<file path="config.mk">
export PLATFORM = sky130hd
export DESIGN_NAME = adc_spi_responder
export DESIGN_NICKNAME = d
export VERILOG_FILES = /design/src/rtl/adc_spi_responder.sv
export SDC_FILE = /design/constraint.sdc
export NUM_CORES = 1
export LEC_CHECK = 0
export CAP_MARGIN = 20
export CORE_AREA = 5 5 84 86
export CTS_CLUSTER_SIZE = 8
export DETAILED_ROUTE_END_ITERATION = 16
export DIE_AREA = 0 0 89 91
export PLACE_DENSITY_LB_ADDON = 0.08
export RECOVER_POWER = 100
export SLEW_MARGIN = 20
export SYNTH_ARGS = -nofsm -noshare
export SYNTH_HDL_FRONTEND = slang
export SYNTH_SLANG_ARGS = --single-unit
</file>
<file path="constraint.sdc">
create_clock -name CLOCK -period 2.09 [get_ports CLOCK]
set_input_delay 0.418 -clock CLOCK [delete_from_list [all_inputs] [get_ports CLOCK]]
set_output_delay 0.418 -clock CLOCK [all_outputs]
set_load 0.01 [all_outputs]
</file>
<file path="src/rtl/adc_spi_responder.sv">
// SPI responder standing in for the board's serial ADC. It serializes held samples
// MSB-first on SDO inside a CS window, clocked by the initiator's SCLK (idles high).
module adc_spi_responder #(
  parameter int DATA_WIDTH  = 16,
  parameter int SYNC_STAGES = 2
) (
  input  logic                  CLOCK,
  input  logic                  RESET_N,
  input  logic                  CS,
  input  logic                  SCLK,
  output logic                  SDO,
  input  logic [DATA_WIDTH-1:0] LOAD_DATA,
  input  logic                  LOAD_VALID,
  output logic                  LOAD_READY,
  output logic                  BUSY,
  output logic                  FRAME_DONE,
  output logic                  FRAME_ABORT,
  output logic                  UNDERRUN
);
  localparam int CNT_W = $clog2(DATA_WIDTH + 1);
  localparam logic [CNT_W-1:0] LAST_CNT = CNT_W'(DATA_WIDTH);

  typedef enum logic [1:0] {IDLE, SHIFT, DRAIN} state_t;
  state_t state_q, state_d;

  logic [SYNC_STAGES-1:0] cs_sync_q, cs_sync_d, sclk_sync_q, sclk_sync_d;
  logic                   cs_prev_q, sclk_prev_q;
  logic                   cs_s, sclk_s, cs_fall, cs_rise, sclk_fall, sclk_rise;
  logic [DATA_WIDTH-1:0]  shift_q, shift_d, hold_q, hold_d, last_q, last_d;
  logic                   hold_full_q, hold_full_d, sampled_q, sampled_d;
  logic                   sdo_q, sdo_d;
  logic [CNT_W-1:0]       cnt_q, cnt_d;
  logic                   done_q, done_d, abort_q, abort_d, underrun_q, underrun_d;
  logic                   last_bit;

  assign cs_sync_d   = {cs_sync_q[SYNC_STAGES-2:0], CS};
  assign sclk_sync_d = {sclk_sync_q[SYNC_STAGES-2:0], SCLK};
  assign cs_s        = cs_sync_q[SYNC_STAGES-1];
  assign sclk_s      = sclk_sync_q[SYNC_STAGES-1];
  // CS resets low so a CS already low at reset release is never seen as a fall.
  assign cs_fall     = cs_prev_q & ~cs_s;
  assign cs_rise     = ~cs_prev_q & cs_s;
  assign sclk_fall   = sclk_prev_q & ~sclk_s;
  assign sclk_rise   = ~sclk_prev_q & sclk_s;
  assign last_bit    = (cnt_q == LAST_CNT);

  always_ff @(posedge CLOCK or negedge RESET_N) begin
    if (!RESET_N) begin
      state_q     <= IDLE;
      cs_sync_q   <= '0;
      sclk_sync_q <= '1;
      cs_prev_q   <= 1'b0;
      sclk_prev_q <= 1'b1;
      shift_q     <= '0;
      hold_q      <= '0;
      last_q      <= '0;
      hold_full_q <= 1'b0;
      sampled_q   <= 1'b0;
      sdo_q       <= 1'b0;
      cnt_q       <= '0;
      done_q      <= 1'b0;
      abort_q     <= 1'b0;
      underrun_q  <= 1'b0;
    end else begin
      state_q     <= state_d;
      cs_sync_q   <= cs_sync_d;
      sclk_sync_q <= sclk_sync_d;
      cs_prev_q   <= cs_s;
      sclk_prev_q <= sclk_s;
      shift_q     <= shift_d;
      hold_q      <= hold_d;
      last_q      <= last_d;
      hold_full_q <= hold_full_d;
      sampled_q   <= sampled_d;
      sdo_q       <= sdo_d;
      cnt_q       <= cnt_d;
      done_q      <= done_d;
      abort_q     <= abort_d;
      underrun_q  <= underrun_d;
    end
  end

  always_comb begin
    state_d = state_q;
    case (state_q)
      IDLE:    if (cs_fall) state_d = SHIFT;
      SHIFT: begin
        if (cs_rise) state_d = IDLE;
        else if (last_bit && (sclk_rise || (sclk_fall && sampled_q))) state_d = DRAIN;
      end
      DRAIN:   if (cs_rise) state_d = IDLE;
      default: state_d = IDLE;
    endcase
  end

  always_comb begin
    shift_d     = shift_q;
    hold_d      = hold_q;
    last_d      = last_q;
    hold_full_d = hold_full_q;
    sampled_d   = sampled_q;
    sdo_d       = sdo_q;
    cnt_d       = cnt_q;
    done_d      = 1'b0;
    abort_d     = 1'b0;
    underrun_d  = 1'b0;
    case (state_q)
      IDLE: begin
        if (cs_fall) begin
          if (hold_full_q) begin
            shift_d     = hold_q;
            last_d      = hold_q;
            hold_full_d = 1'b0;
            sdo_d       = hold_q[DATA_WIDTH-1];
          end else begin
            shift_d    = last_q;
            underrun_d = 1'b1;
            sdo_d      = last_q[DATA_WIDTH-1];
          end
          cnt_d     = CNT_W'(1);
          sampled_d = 1'b0;
        end
      end
      SHIFT: begin
        // The MSB is already on SDO from the CS fall, so a fall only advances
        // once the initiator has sampled the current bit on a rise.
        if (cs_rise) begin
          abort_d = 1'b1;
          sdo_d   = 1'b0;
          cnt_d   = '0;
        end else if (sclk_rise) begin
          sampled_d = 1'b1;
          if (last_bit) sdo_d = 1'b0;
        end else if (sclk_fall && sampled_q) begin
          if (last_bit) begin
            sdo_d = 1'b0;
          end else begin
            shift_d   = shift_q << 1;
            sdo_d     = shift_q[DATA_WIDTH-2];
            cnt_d     = cnt_q + CNT_W'(1);
            sampled_d = 1'b0;
          end
        end
      end
      DRAIN: begin
        sdo_d = 1'b0;
        if (cs_rise) begin
          done_d = 1'b1;
          cnt_d  = '0;
        end
      end
      default: sdo_d = 1'b0;
    endcase
    // An empty holding register accepts a word even on the frame-start cycle.
    if (LOAD_VALID && !hold_full_q) begin
      hold_d      = LOAD_DATA;
      hold_full_d = 1'b1;
    end
  end

  assign SDO         = sdo_q;
  assign LOAD_READY  = ~hold_full_q;
  assign BUSY        = (state_q != IDLE);
  assign FRAME_DONE  = done_q;
  assign FRAME_ABORT = abort_q;
  assign UNDERRUN    = underrun_q;

endmodule
</file>
==> flow_metrics.env <==
export IMPL_status="finished with violations"
export IMPL_violations="capacitance limit, slew limit"
export IMPL_cts_made_buffers=9
export IMPL_slew_viol_final=67
export IMPL_crit_path_start="cnt_q[0]"
export IMPL_wl_per_cell_um=14.35
export IMPL_avgSynthCellArea_um2=11.46
export IMPL_root_buffer="clkbuf_8"
export IMPL_crit_path_cell_trace="inv_1 > ha_1 > nand4bb_4 > nor2b_4 > o221ai_4 > or4_1 > o211ai_1"
export IMPL_synth_cell_types=41
export IMPL_crit_end="cnt_q[4]"
export IMPL_vdd_ir_drop_max_uv=582.6
export IMPL_hold_class="reg2reg"
export IMPL_design_core_area_um2=6205
export IMPL_grt_pass1_vias=2047
export IMPL_drive_gt1_share_pct=19.21
export IMPL_grt_max_degree=67
export IMPL_rr_endpoint="cnt_q[4]"
export IMPL_critPathCaptureType="register"
export IMPL_cap_violations=1
export IMPL_drt_wl_total_um=5438
export IMPL_synth_top_area_cell="dfrtp_1"
export IMPL_synthFlopType="dfrtp_1"
export IMPL_area_delta_synth_final_pct=17.59
export IMPL_fin_tns_setup_ps=0
export IMPL_tightest_slew_ps=1592
export IMPL_final_setup_skew_ps=7.845
export IMPL_ioPinCount=27
export IMPL_dieWidth_um=89
export IMPL_hold_viol_final=0
export IMPL_synthCells=265
export IMPL_fin_crit_ps=1886
export IMPL_clock_path_buffers=2
export IMPL_power_leakage_nw=1.621
export IMPL_groute_usage_overall_pct=15.16
export IMPL_finalPower_mw=4.627
export IMPL_max_freq_ghz=0.5301
export IMPL_critPathMaxStageDelay_ps=520
export IMPL_synth_area_leaders="dfrtp_1 (52%), mux2_2 (10%), mux2i_1 (5.3%)"
export IMPL_worst_hold_slack_ps=352.3
export IMPL_fin_nets=324
export IMPL_drt_pass1_iterations=4
export IMPL_vias_per_cell=5.227
export IMPL_max_slew_margin_rel_pct=-6.138
export IMPL_synth_edf_count=0
export IMPL_ys_seq_area_share_pct=54.49
export IMPL_r2r_setup_slack_ps=200
export IMPL_start_util_pct=48.96
export IMPL_setup_slack_ps=203.5
export IMPL_antenna_cells=0
export IMPL_die_area_um2=8099
export IMPL_post_cts_buffers=0
export IMPL_clk_latency_ps=330
export IMPL_cts_hold_buf=0
export IMPL_min_period_over_period_pct=90.26
export IMPL_dr_first_iter_drc_count=75
export IMPL_critPathLaunchType="register"
export IMPL_die_h_um=91
export IMPL_cts_sinks=66
export IMPL_fin_area_um2=3572
export IMPL_syn_area_um2=3038
export IMPL_hpwl_um=3553
export IMPL_synth_seq_cells=66
export IMPL_routed_via_count=1981
export IMPL_gp_congestion=0.7469
export IMPL_grt_ovfl_total=0
export IMPL_cts_tree="yes"
export IMPL_num_rows=29
export IMPL_cp_slowest_cell="or4_1"
export IMPL_ant_nets=0
export IMPL_final_util_pct=57.57
export IMPL_final_cells=379
export IMPL_rsz0062_at_grt="no"
export IMPL_synth_nets=292
export IMPL_preCtsSetupSlack_ps=178.1
export IMPL_reg2regPathDepth=7
export IMPL_setup_violations=0
export IMPL_dpl_instance_area_um2=3416
export IMPL_synth_top_area_share_pct=51.89
export IMPL_required_ps=2340
export IMPL_p_per_area_nw_per_um2=1295
export IMPL_crit_fanout=5
export IMPL_drc=0
export IMPL_critPathArrivalTime_ps=2140
export IMPL_reg2reg_from="cnt_q[0]"
export IMPL_cts_htree_levels=3
export IMPL_numPlacedInstances=363
export IMPL_antenna_found_initial=0
export IMPL_synthArstFlopShare_pct=100.0
export IMPL_worst_setup_path_type="reg2reg"
export IMPL_clk_pin_slew_worst_paths_ps=70
export IMPL_grt_pass1_wl_um=9556
export IMPL_yosys_warnings=0
export IMPL_portBuffers=26
cell usage in the layout (no fill, tap or decap), types with 2 or more instances in the layout:
cell / count
nand3b_1: 2
o21ai_0: 21
nand2b_1: 4
dfstp_2: 2
dfrtp_1: 63
inv_1: 9
clkbuf_8: 9
a21oi_1: 21
nand3_1: 6
mux2_2: 28
nand2_1: 20
dlygate4sd3_1: 8
mux2i_1: 16
clkbuf_2: 2
clkbuf_1: 5
buf_4: 5
o211ai_1: 3
clkinv_2: 2
mux2_1: 5
nor2_1: 22
nor2b_1: 3
or4_1: 2
ha_1: 5
clkdlybuf4s50_1: 16
layout make-up:
type                            instances  area (um2)
Clock buffer                           13       138.9
Clock inverter                          3       40.04
Fill cell                             550        2633
Inverter                                9       33.78
Multi-Input combinational cell        176        1282
Sequential cell                        66        1655
Tap cell                               77       96.34
Timing Repair Buffer                   35       325.3
synth_stat cells, drive strengths merged (2+ instances only):
cell type   n
or2         2
nand2      20
buf         9
dfstp       3
nor2       23
mux2i      16
dfrtp      63
nand3       6
mux2       33
o211ai      3
o21ai      21
clkbuf      5
nand3b      2
a21oi      21
or4         2
inv         9
ha          6
nand2b      4
nor2b       4
worst min-delay path by stage:
stage,startpoint,to,slack [ps],cells after the start
after floorplan,RESET_N,FRAME_ABORT,120,0
after global placement,cs_sync_q[0],cs_sync_q[1],340,0
after detailed placement,cs_sync_q[0],cs_sync_q[1],340,0
after CTS,RESET_N,cs_sync_q[1],100,2
after global routing,cs_sync_q[0],cs_sync_q[1],370,0
final,cs_sync_q[0],cs_sync_q[1],350,0
sequential cells by signal, summed over array words and instances (netlist names), 2 cells and up:
name         cells
shift_q         15
sclk_sync_q      2
cs_sync_q        2
cnt_q            5
state_q          2
hold_q          16
last_q          16
cell families after synthesis:
| kind of cell | count (synthesis) | share of synthesized area [%] |
|---|---|---|
| buffers and inverters | 23 | 3.501 |
| flip-flops | 66 | 54.49 |
| multiplexers | 49 | 17.50 |
| AO/OA/AOI/OAI | 54 | 10.71 |
| AND/OR/NAND/NOR | 67 | 11.33 |
| adder cells (fa/ha/maj) | 6 | 2.471 |
per-layer routing:
| layer | track usage (%) | wire length (um) | up-vias |
|---|---|---|---|
| li1 | - | - | 988 |
| met1 | 20.54 | 2610 | 958 |
| met2 | 23.02 | 2562 | 28 |
| met3 | 2.805 | 194 | 7 |
| met4 | 7.816 | 70 | 0 |
| met5 | 0 | 0 | - |
power by group:
group | internal, mW | switching, mW | leakage [nW]
registers | 1.77 | 0.290 | 0.809
clock network | 0.550 | 0.449 | 0.0914
logic | 0.802 | 0.769 | 0.720
critical path, delay by kind of cell, from the launching register on:
kind / cells / cell delay [ps]
compound gates: 2 / 240
flops: 1 / 400
buf+inv: 1 / 70
fa+ha+maj: 1 / 230
simple gates: 3 / 870
what timing repair did:
action / in CTS / in global routing
resized for setup: 3 / 0
setup endpoints to repair: 1 / 0
endpoints found under the hold margin: 0 / 0
No activity file was read; power rests on OpenSTA's default activity.
